==> config.mk <==
export PLATFORM = sky130hd
export DESIGN_NAME = frame_stats_flat
export DESIGN_NICKNAME = d
export VERILOG_FILES = /design/src/rtl/frame_stats_pkg.sv /design/src/rtl/frame_stats_if.sv /design/src/rtl/frame_stats_acc.sv /design/src/rtl/frame_stats.sv /design/src/flat_wrapper.sv
export SDC_FILE = /design/constraint.sdc
export NUM_CORES = 1
export LEC_CHECK = 0
export ABC_AREA = 1
export BUFFER_PORTS_ARGS = -buffer_cell sky130_fd_sc_hd__buf_4
export CAP_MARGIN = 20
export CORE_MARGIN = 3
export CORE_UTILIZATION = 28
export CTS_BUF_LIST = sky130_fd_sc_hd__clkbuf_4 sky130_fd_sc_hd__clkbuf_8
export CTS_CLUSTER_DIAMETER = 40
export DETAILED_ROUTE_END_ITERATION = 10
export SLEW_MARGIN = 10
export SYNTH_ARGS = -nofsm -noshare
export SYNTH_HDL_FRONTEND = slang
export SYNTH_SLANG_ARGS = --single-unit
==> constraint.sdc <==
create_clock -name clk_i -period 5.1 [get_ports clk_i]
set_input_delay 0.255 -clock clk_i [delete_from_list [all_inputs] [get_ports clk_i]]
set_output_delay 0.255 -clock clk_i [all_outputs]
set_load 0.05 [all_outputs]
==> src/rtl/frame_stats_pkg.sv <==
// frame_stats shared types: FSM states, width helpers, result bundle.
// Optional energy path is enabled by macro FRAME_STATS_ENERGY_EN.
package frame_stats_pkg;

  typedef enum logic [1:0] {
    IDLE,
    WAIT,
    CAPTURE,
    DONE
  } state_e;

  function automatic int sum_w(input int w, input int d);
    return w + $clog2(d);
  endfunction

  function automatic int energy_w(input int w, input int d);
    return 2 * w + $clog2(d);
  endfunction

  localparam int DEF_WIDTH = 16;
  localparam int DEF_DEPTH = 256;
  localparam int DEF_AW    = $clog2(DEF_DEPTH);
  localparam int DEF_SW    = sum_w(DEF_WIDTH, DEF_DEPTH);
  localparam int DEF_EW    = energy_w(DEF_WIDTH, DEF_DEPTH);

  typedef struct packed {
    logic        [DEF_WIDTH-1:0] peak;
    logic        [DEF_AW-1:0]    peak_idx;
    logic signed [DEF_SW-1:0]    sum;
    logic        [DEF_EW-1:0]    energy;
  } stats_t;

endpackage

==> src/rtl/frame_stats_if.sv <==
// frame_stats bus: upstream buffer read side plus stats result side.
// Signal names match the block's port list; FRAME_STATS_ENERGY_EN gates energy.
interface frame_stats_if #(
  parameter int WIDTH = 16,
  parameter int DEPTH = 256
);
  localparam int AW = $clog2(DEPTH);
  localparam int SW = frame_stats_pkg::sum_w(WIDTH, DEPTH);
  localparam int EW = frame_stats_pkg::energy_w(WIDTH, DEPTH);

  logic [WIDTH-1:0] read_data_i;
  logic             read_enable_i;
  logic             buffer_ready_i;
  logic             read_ack_o;
  logic             stats_valid_o;
  logic             stats_ready_i;
  logic [WIDTH-1:0] peak_o;
  logic [AW-1:0]    peak_idx_o;
  logic [SW-1:0]    sum_o;
  logic [EW-1:0]    energy_o;
  logic             frame_abort_o;

  modport slave (
    input  read_data_i,
    input  read_enable_i,
    input  buffer_ready_i,
    input  stats_ready_i,
    output read_ack_o,
    output stats_valid_o,
    output peak_o,
    output peak_idx_o,
    output sum_o,
    output energy_o,
    output frame_abort_o
  );

  modport master (
    output read_data_i,
    output read_enable_i,
    output buffer_ready_i,
    output stats_ready_i,
    input  read_ack_o,
    input  stats_valid_o,
    input  peak_o,
    input  peak_idx_o,
    input  sum_o,
    input  energy_o,
    input  frame_abort_o
  );

endinterface

==> src/rtl/frame_stats_acc.sv <==
// frame_stats datapath: exact |x|, first-peak tracking, sum, energy.
// Squarer and energy accumulator exist only with FRAME_STATS_ENERGY_EN.
module frame_stats_acc
  import frame_stats_pkg::*;
#(
  parameter  int WIDTH = 16,
  parameter  int DEPTH = 256,
  localparam int AW    = $clog2(DEPTH),
  localparam int SW    = sum_w(WIDTH, DEPTH),
  localparam int EW    = energy_w(WIDTH, DEPTH)
) (
  input  logic             clk_i,
  input  logic             rst_ni,
  input  logic             clr_i,
  input  logic             en_i,
  input  logic [AW-1:0]    idx_i,
  input  logic [WIDTH-1:0] sample_i,
  output logic [WIDTH-1:0] peak_o,
  output logic [AW-1:0]    peak_idx_o,
  output logic [SW-1:0]    sum_o,
  output logic [EW-1:0]    energy_o
);

  logic signed [WIDTH:0] ext;
  logic        [WIDTH:0] mag;
  logic        [SW-1:0]  sext;

  // one extra bit keeps |-2^(WIDTH-1)| exact
  always_comb begin
    ext  = {sample_i[WIDTH-1], sample_i};
    mag  = ext[WIDTH] ? -ext : ext;
    sext = {{(SW-WIDTH){sample_i[WIDTH-1]}}, sample_i};
  end

  // peak only moves on strictly larger magnitude; sum never saturates
  always_ff @(posedge clk_i or negedge rst_ni) begin
    if (!rst_ni) begin
      peak_o     <= '0;
      peak_idx_o <= '0;
      sum_o      <= '0;
    end else if (clr_i) begin
      peak_o     <= '0;
      peak_idx_o <= '0;
      sum_o      <= '0;
    end else if (en_i) begin
      if (mag > {1'b0, peak_o}) begin
        peak_o     <= mag[WIDTH-1:0];
        peak_idx_o <= idx_i;
      end
      sum_o <= sum_o + sext;
    end
  end

`ifdef FRAME_STATS_ENERGY_EN
  logic signed [2*WIDTH-1:0] sq;

  assign sq = $signed(sample_i) * $signed(sample_i);

  // energy follows exactly the same clear/enable timing as sum
  always_ff @(posedge clk_i or negedge rst_ni) begin
    if (!rst_ni) begin
      energy_o <= '0;
    end else if (clr_i) begin
      energy_o <= '0;
    end else if (en_i) begin
      energy_o <= energy_o + {{(EW-2*WIDTH){1'b0}}, sq};
    end
  end
`else
  assign energy_o = '0;
`endif

endmodule

==> src/rtl/frame_stats.sv <==
// frame_stats top: reset sync, frame FSM, wait counter, handshakes.
// Energy output is live only when FRAME_STATS_ENERGY_EN is defined.
module frame_stats
  import frame_stats_pkg::*;
#(
  parameter int WIDTH  = 16,
  parameter int DEPTH  = 256,
  parameter int RD_LAT = 2
) (
  input  logic          clk_i,
  input  logic          rst_ni,
  frame_stats_if.slave  bus
);

  localparam int AW  = $clog2(DEPTH);
  localparam int WCW = $clog2(RD_LAT + 1);

  state_e          state_q;
  logic [WCW-1:0]  wcnt_q;
  logic [AW-1:0]   idx_q;
  logic            valid_q;
  logic            abort_q;
  logic [1:0]      rst_sync_q;
  logic            run;
  logic            start;
  logic            ack;

  // release of reset reaches the FSM only after two clocks
  always_ff @(posedge clk_i or negedge rst_ni) begin
    if (!rst_ni) begin
      rst_sync_q <= '0;
    end else begin
      rst_sync_q <= {rst_sync_q[0], 1'b1};
    end
  end

  assign run   = rst_sync_q[1];
  assign start = bus.buffer_ready_i & run;
  assign ack   = (state_q == CAPTURE) & bus.read_enable_i & ~start;

  assign bus.read_ack_o    = ack;
  assign bus.stats_valid_o = valid_q;
  assign bus.frame_abort_o = abort_q;

  // frame sequencing; a new buffer always restarts, aborting live work
  always_ff @(posedge clk_i or negedge rst_ni) begin
    if (!rst_ni) begin
      state_q <= IDLE;
      wcnt_q  <= '0;
      idx_q   <= '0;
      valid_q <= 1'b0;
      abort_q <= 1'b0;
    end else begin
      abort_q <= 1'b0;
      if (start) begin
        state_q <= WAIT;
        wcnt_q  <= WCW'(RD_LAT);
        idx_q   <= '0;
        valid_q <= 1'b0;
        abort_q <= (state_q != IDLE);
      end else begin
        unique case (state_q)
          IDLE: begin
          end
          WAIT: begin
            if (wcnt_q <= WCW'(1)) begin
              state_q <= CAPTURE;
            end else begin
              wcnt_q <= wcnt_q - WCW'(1);
            end
          end
          CAPTURE: begin
            if (bus.read_enable_i) begin
              idx_q <= idx_q + AW'(1);
              if (idx_q == AW'(DEPTH - 1)) begin
                state_q <= DONE;
                valid_q <= 1'b1;
              end else begin
                state_q <= WAIT;
                wcnt_q  <= WCW'(RD_LAT);
              end
            end else begin
              state_q <= IDLE;
              abort_q <= 1'b1;
            end
          end
          DONE: begin
            if (bus.stats_ready_i) begin
              state_q <= IDLE;
              valid_q <= 1'b0;
            end
          end
        endcase
      end
    end
  end

  frame_stats_acc #(
    .WIDTH (WIDTH),
    .DEPTH (DEPTH)
  ) u_acc (
    .clk_i      (clk_i),
    .rst_ni     (rst_ni),
    .clr_i      (start),
    .en_i       (ack),
    .idx_i      (idx_q),
    .sample_i   (bus.read_data_i),
    .peak_o     (bus.peak_o),
    .peak_idx_o (bus.peak_idx_o),
    .sum_o      (bus.sum_o),
    .energy_o   (bus.energy_o)
  );

endmodule

==> src/flat_wrapper.sv <==
// flat-port wrapper written by rule: the top's interface ports become plain ports
module frame_stats_flat import frame_stats_pkg::*;
#(
  parameter int WIDTH  = 16,
  parameter int DEPTH  = 256,
  parameter int RD_LAT = 2
)
  (clk_i, rst_ni, bus_read_data_i, bus_read_enable_i, bus_buffer_ready_i, bus_stats_ready_i, bus_read_ack_o, bus_stats_valid_o, bus_peak_o, bus_peak_idx_o, bus_sum_o, bus_energy_o, bus_frame_abort_o);
  frame_stats_if #(.WIDTH(WIDTH), .DEPTH(DEPTH)) bus_i ();
  input  logic clk_i;
  input  logic rst_ni;
  input wire logic [$bits(bus_i.read_data_i)-1:0] bus_read_data_i;
  input wire logic [$bits(bus_i.read_enable_i)-1:0] bus_read_enable_i;
  input wire logic [$bits(bus_i.buffer_ready_i)-1:0] bus_buffer_ready_i;
  input wire logic [$bits(bus_i.stats_ready_i)-1:0] bus_stats_ready_i;
  output wire logic [$bits(bus_i.read_ack_o)-1:0] bus_read_ack_o;
  output wire logic [$bits(bus_i.stats_valid_o)-1:0] bus_stats_valid_o;
  output wire logic [$bits(bus_i.peak_o)-1:0] bus_peak_o;
  output wire logic [$bits(bus_i.peak_idx_o)-1:0] bus_peak_idx_o;
  output wire logic [$bits(bus_i.sum_o)-1:0] bus_sum_o;
  output wire logic [$bits(bus_i.energy_o)-1:0] bus_energy_o;
  output wire logic [$bits(bus_i.frame_abort_o)-1:0] bus_frame_abort_o;
  assign bus_i.read_data_i = bus_read_data_i;
  assign bus_i.read_enable_i = bus_read_enable_i;
  assign bus_i.buffer_ready_i = bus_buffer_ready_i;
  assign bus_i.stats_ready_i = bus_stats_ready_i;
  assign bus_read_ack_o = bus_i.read_ack_o;
  assign bus_stats_valid_o = bus_i.stats_valid_o;
  assign bus_peak_o = bus_i.peak_o;
  assign bus_peak_idx_o = bus_i.peak_idx_o;
  assign bus_sum_o = bus_i.sum_o;
  assign bus_energy_o = bus_i.energy_o;
  assign bus_frame_abort_o = bus_i.frame_abort_o;
  frame_stats #(.WIDTH(WIDTH), .DEPTH(DEPTH), .RD_LAT(RD_LAT)) u_core (.clk_i(clk_i), .rst_ni(rst_ni), .bus(bus_i));
endmodule
==> results of run 1 <==
cell usage after synthesis (all sizes together), types with 6 or more instances:
library cell	count	area (um2)
nand3	73	370
nand2	284	1110
or2	6	37.5
nand3b	6	45.0
o21ai	25	125
xor2	6	52.6
dfrtp	64	1600
buf	56	409
nor2	59	256
nor3	10	50.1
nand4	36	225
inv	128	480
a21oi	27	135
ha	46	576
state kept, by name, indices dropped and copies added (netlist names):
| name | count |
|---|---|
| u_core.u_acc.sum_o | 24 |
| u_core.u_acc.peak_o | 16 |
| u_core.idx_q | 8 |
| u_core.u_acc.peak_idx_o | 8 |
| u_core.rst_sync_q | 2 |
| u_core.state_q | 2 |
| u_core.wcnt_q | 2 |
| u_core.bus.frame_abort_o | 1 |
| u_core.bus.stats_valid_o | 1 |
layout make-up:
class,count,area (um2)
fillers,2200,13200
multi-input cells,637,3290
flip-flops and latches,64,1600
repair buffers,71,533
inverters,128,480
well taps,265,332
clock buffers,10,138
clock inverters,6,115
power by group through the flow:
stage                     sequential [mW]  combinational (mW)  clock (mW)
after floorplan                      1.24                1.16           0
after global placement              0.816                2.10           0
after detailed placement            0.819                2.11           0
after CTS                           0.812                2.11       0.588
after global routing                0.834                2.33       0.613
final                               0.807                2.09       0.573
cell usage in the layout (no fill, tap or decap), drive strengths merged:
cell	n
a211oi	1
o31ai	1
conb	41
nand3	73
inv	129
bufinv	3
clkinvlp	1
xnor2	2
clkbuf	10
xor2	6
a22o	3
ha	46
clkinv	1
fa	1
a31oi	2
a21oi	27
nand4	36
a21o	1
a32o	1
dfrtp	64
buf	71
nand2	284
o21ai	25
o21a	1
o21bai	4
nand3b	6
nor4	1
nor3	10
or2	6
nor2	59
through the flow:
stage	setup WS [ns]	area [um2]	total power [mW]
2_1_floorplan	2.91	5790	2.40
3_3_place_gp	2.28	6240	2.91
3_5_place_dp	2.19	6240	2.93
4_1_cts	2.43	6490	3.51
5_1_grt	2.23	6490	3.78
6_report	2.51	6490	3.47
worst max path at each step:
stage / from / end / slack (ns) / cells past startpoint
6_report: u_core.rst_sync_q[1] / bus_read_ack_o / 2.51 / 4
3_5_place_dp: bus_read_data_i[0] / u_core.u_acc.peak_idx_o[2] / 2.19 / 17
3_3_place_gp: bus_read_data_i[0] / u_core.u_acc.peak_o[8] / 2.28 / 17
4_1_cts: u_core.rst_sync_q[1] / bus_read_ack_o / 2.43 / 4
5_1_grt: bus_read_data_i[0] / u_core.u_acc.peak_o[6] / 2.23 / 17
2_1_floorplan: bus_read_data_i[0] / u_core.u_acc.peak_o[0] / 2.91 / 16
routing by layer:
layer	share of wire	global-route usage	vias to the layer above	wire, um
met1	0.47	0.190	2342	7270
met2	0.47	0.229	90	7190
li1	-	-	2753	-
met4	0.015	0.0406	0	226
met5	0	0	-	0
met3	0.047	0.0310	14	722
cell families (layout without fill, tap and decap cells):
kind of cell,after synthesis,after routing,synth area share
buffers and inverters,187,215,0.160
XOR/XNOR,8,8,0.0124
AO/OA/AOI/OAI,66,66,0.0660
adder cells (fa/ha/maj),47,47,0.105
AND/OR/NAND/NOR,475,475,0.372
other,2,41,0.00133
flip-flops,64,64,0.284
==> impl_metrics.csv, run 1 <==
group,metric,value,unit
clock_network,clkLatencyLatePin,0.37,ns
die,die_h,148,um
sta,worstMarginPinSlew,0.847,ns
critical_path,rrSetupSlack,2.77,ns
pwr,vdd_ir_drop_max,0.124,mV
synthesis,synth_cells,849,
job,maxCapViolations,0,
clock_network,clockBufferDepth,2,
finish,post-route-util,0.330,
critical_path,cp-start-kind,"register",
pwr,p_int,1.63,mW
critical_path,r2r-end,"u_core.u_acc.sum_o[9]",
critical_path,cpPeakStageDelay,0.56,ns
finish,area_growth,14.9,%
grt,grt_usage,0.141,
grt,grt_max_degree,65,
run_status,outcome,"complete, but fails checks",
route,dr.pass1.iters,4,
synthesis,ys_types,40,
clock_network,cts.clk_slew.worst_paths,0.07,ns
grt,grt_pass1_wl,25000,um
pwr,clkPwrFrac,0.165,
finish,drive_above_1_share,0.118,
clock_network,cts_inserted_buffers,9,
pwr,pwr_density_cell,535,mW/mm2
route,wl_per_cell,13.1,um
place,port_buffers,71,
grt,grt_overflow_total,0,
sta,fin_crit,2.59,ns
finish,nets,979,
clock_network,htreeDepth,3,
sta,tns,0,ns
sta,min_period_over_period,0.509,
route,drt-initial-drc-count,352,
critical_path,critPathKind,"register to primary output",
clock_network,post-cts-setup-buffers,0,
route,ant_nets,0,
sta,setup_violations,0,
run_status,violations,"negative hold slack",
pwr,p_sw,1.84,mW
clock_network,cts_tree,"done",
die,start_util,0.287,
critical_path,crit_slowest_cell,"nor2_4",
critical_path,critPathCaptureType,"primary output",
sta,slew_headroom,0.435,
hold_path,hold_class,"primary input to asynchronous set/reset pin",
synthesis,syn_avg_cell_area,6.65,um2
finish,antenna_cells,0,
synthesis,ys_seq_elements,64,
critical_path,worstPathArrival,2.34,ns
critical_path,crit_chain,"nand2_4 -> inv_2 -> nor2_4 -> buf_4",
synthesis,synth_edf_count,0,
synthesis,synth_ff_type,"dfrtp_1",
die,coreArea,0.0197,mm2
sta,clock.fmax,386,MHz
sta,hold_viol,15,
place,dp_hpwl,11900,um
pwr,sw_frac_of_total,0.529,
route,drc,0,
critical_path,critPathTopFamily,"simple AND/OR/NAND/NOR gates",
route,vias_per_cell,4.40,
sta,drv_slew,0,
clock_network,cts.sinks,64,
finish,fin_cells,1181,
grt,antenna_found_initial,0,
synthesis,syn_area,0.00565,mm2
sta,grt_setup_unrepaired,"no",
place,dp_cells,1165,
pwr,leakage,3.67,nW
critical_path,path_buf_inv,2,
critical_path,crit_fanout,55,
sta,hold_slack,-0.0165,ns
grt,grt_pass1_vias,4932,
synthesis,synthArstFlopShare,1.00,
synthesis,yosys_warnings,0,
die,die_area,0.0219,mm2
die,fp.dieW,148,um
critical_path,r2r_start,"u_core.rst_sync_q[1]",
clock_network,cts_resized,0,
die,fp-row-count,51,
synthesis,ys_seq_area_frac,0.284,
route,vias,5199,
place,gp_congestion,0.870,
pwr,p_seq_frac,0.232,
clock_network,cts_hold_buf,0,
sta,finClkSkew,0.00954,ns
pwr,p_comb_frac,0.603,
critical_path,reg2regPathDepth,7,
die,io-pin-count,112,
critical_path,critical_path_required,4.85,ns
clock_network,clock-root-buffer,"clkbuf_8",
route,totalWireLength,15400,um
Power figures use the tool's default switching activity.
==> inputs of run 2 (changes only) <==
==> constraint.sdc (replaced) <==
create_clock -name clk_i -period 2.1 [get_ports clk_i]
set_input_delay 0.105 -clock clk_i [delete_from_list [all_inputs] [get_ports clk_i]]
set_output_delay 0.105 -clock clk_i [all_outputs]
set_load 0.05 [all_outputs]
==> run 2 against run 1 <==
  * Via count is 5.4% higher
  * Clock power is 110% higher
  * The run now ends clean
  * Sequential cell count stayed put
  * First-iteration DRC count is 13% lower
  * Highest routed layer unchanged
==> impl_metrics.csv, run 2 (same netlist as run 1, synthesis figures left out) <==
group,metric,value,unit
run_status,outcome,"finished, final reports clean",
critical_path,path_buf_inv,4,
finish,nets,1038,
grt,grt_overflow_total,0,
sta,drv_slew,0,
finish,fillers,2160,
sta,hold_slack,0.115,ns
grt,grt_pass1_wl,25800,um
die,fp.dieW,148,um
grt,antenna_found_initial,0,
sta,tns,0,ns
sta,worstMarginPinSlew,0.576,ns
finish,area_growth,26.2,%
job,maxCapViolations,0,
route,dr.pass1.iters,5,
sta,setup_violations,0,
critical_path,crit_fanout,8,
grt,grt_usage,0.144,
sta,finClkSkew,0.0142,ns
critical_path,critPathTopFamily,"simple AND/OR/NAND/NOR gates",
die,start_util,0.287,
die,fp-row-count,51,
pwr,sw_frac_of_total,0.523,
die,die_h,148,um
route,drc,0,
place,gp_congestion,0.854,
clock_network,cts_inserted_buffers,9,
finish,top_regs,"u_core.u_acc.sum_o (24), u_core.u_acc.peak_o (16)",
grt,grt_pass1_vias,5048,
finish,largest-register,"u_core.u_acc.sum_o",
grt,grt_max_degree,54,
clock_network,cts_tree,"done",
route,ant_nets,0,
finish,drive_above_1_share,0.202,
finish,final_common_cell,"nand2_1",
die,coreArea,0.0197,mm2
critical_path,crit_chain,"buf_4 -> buf_4 -> nor2_2 -> nand2_2 -> nor2_4 -> nand2_2 -> nand3_2 -> nand2_2 -> ha_4 -> nand2_2 -> nor2_4 -> nand4_1 -> nor2_4 -> nor2_4 -> buf_12 -> buf_4 -> nand4_1 -> nand2_1",
critical_path,critPathKind,"primary input to register",
sta,min_period_over_period,0.949,
die,die_area,0.0219,mm2
finish,layout_common_cells,"267 x nand2_1, 123 x inv_1, 123 x buf_4",
pwr,total_power,8.77,mW
route,wl_per_cell,13.1,um
route,drt-initial-drc-count,305,
clock_network,cts.clk_slew.worst_paths,0.07,ns
sta,clock.fmax,502,MHz
finish,seq_area,0.00160,mm2
finish,multi_input_area,0.00346,mm2
sta,fin_crit,1.99,ns
route,vias_per_cell,4.42,
finish,post-route-util,0.363,
clock_network,clock-root-buffer,"clkbuf_8",
finish,largest_reg_flops,24,
sta,slew_headroom,0.616,
place,port_buffers,71,
critical_path,crit_slowest_cell,"ha_4",
critical_path,critical_path_required,2.35,ns
finish,fin_area,0.00713,mm2
route,totalWireLength,16200,um
pwr,p_seq_frac,0.225,
pwr,leakage,3.98,nW
place,placedInstanceArea,0.00661,mm2
pwr,clkPwrFrac,0.140,
finish,antenna_cells,0,
critical_path,worstPathArrival,2.24,ns
critical_path,critPathCaptureType,"register",
clock_network,cts.sinks,64,
route,vias,5481,
clock_network,clkLatencyLatePin,0.36,ns
clock_network,htreeDepth,3,
pwr,p_sw,4.58,mW
pwr,vdd_ir_drop_max,0.316,mV
hold_path,hold_class,"primary input to register",
pwr,pwr_density_cell,1230,mW/mm2
critical_path,cpPeakStageDelay,0.27,ns
clock_network,clockBufferDepth,2,
place,dp_hpwl,12600,um
pwr,p_comb_frac,0.635,
die,io-pin-count,112,
sta,hold_viol,0,
sta,grt_setup_unrepaired,"yes",
pwr,p_int,4.19,mW
critical_path,cp-start-kind,"primary input",
## run 2: power groups by stage
stage               logic, mW  registers (mW)  clock network [mW]
finish                   5.57            1.97                1.23
global route             6.21            2.04                1.31
CTS                      5.36            1.98                1.25
detailed placement       5.31            1.99                   0
global placement         5.28            1.98                   0
floorplan                2.82            3.01                   0
## run 2: final cells by class
class | count | area share
inverter | 128 | 0.0678
clock buffer | 12 | 0.0214
timing repair buffer | 129 | 0.144
tap | 265 | 0.0465
sequential | 64 | 0.225
clock inverter | 3 | 0.00948
multi-input combinational | 638 | 0.485
## run 2: final timing paths
check                                            from                  endpoint  slack, ns  cells after the start
max in group asynchronous                      rst_ni  u_core.bus.stats_valid_o       1.26                      3
worst max-delay path               bus_read_data_i[2]    u_core.u_acc.peak_o[5]       0.11                     18
worst min-delay path               bus_buffer_ready_i           u_core.idx_q[7]       0.12                      4
worst max register to register  u_core.u_acc.sum_o[0]     u_core.u_acc.sum_o[8]       0.12                      9
worst min register to register   u_core.rst_sync_q[0]      u_core.rst_sync_q[1]       0.35                      0
min in group asynchronous                      rst_ni    u_core.u_acc.sum_o[18]       0.28                      2
## run 2: worst min-delay path, stage by stage
cell and delay [ns]:
buf_4 0.10, nand2_4 0.06, nand2_4 0.09, o21ai_0 0.07
## run 2: through the flow
stage | setup slack (ns) | cells
4_1_cts | 0.0150 | 1229
3_3_place_gp | -0.355 | 1213
5_1_grt | -0.0143 | 1239
2_1_floorplan | 0.0599 | 888
6_report | 0.108 | 1239
3_5_place_dp | -0.419 | 1213
## run 2: what timing repair did
action / in CTS / in global routing
resized for setup: 4 / 39
gates cloned: 0 / 2
pin swaps: 0 / 14
endpoints found under the hold margin: 38 / 0
endpoints found under the setup margin: 25 / 29
setup buffers: 0 / 8
hold buffers: 1 / 0
## run 2: per-layer routing
layer,up-vias,track usage,wire length [um]
met5,-,0,0
li1,2871,-,-
met2,115,0.238,7590
met4,0,0.0305,170
met3,10,0.0276,837
met1,2485,0.197,7580
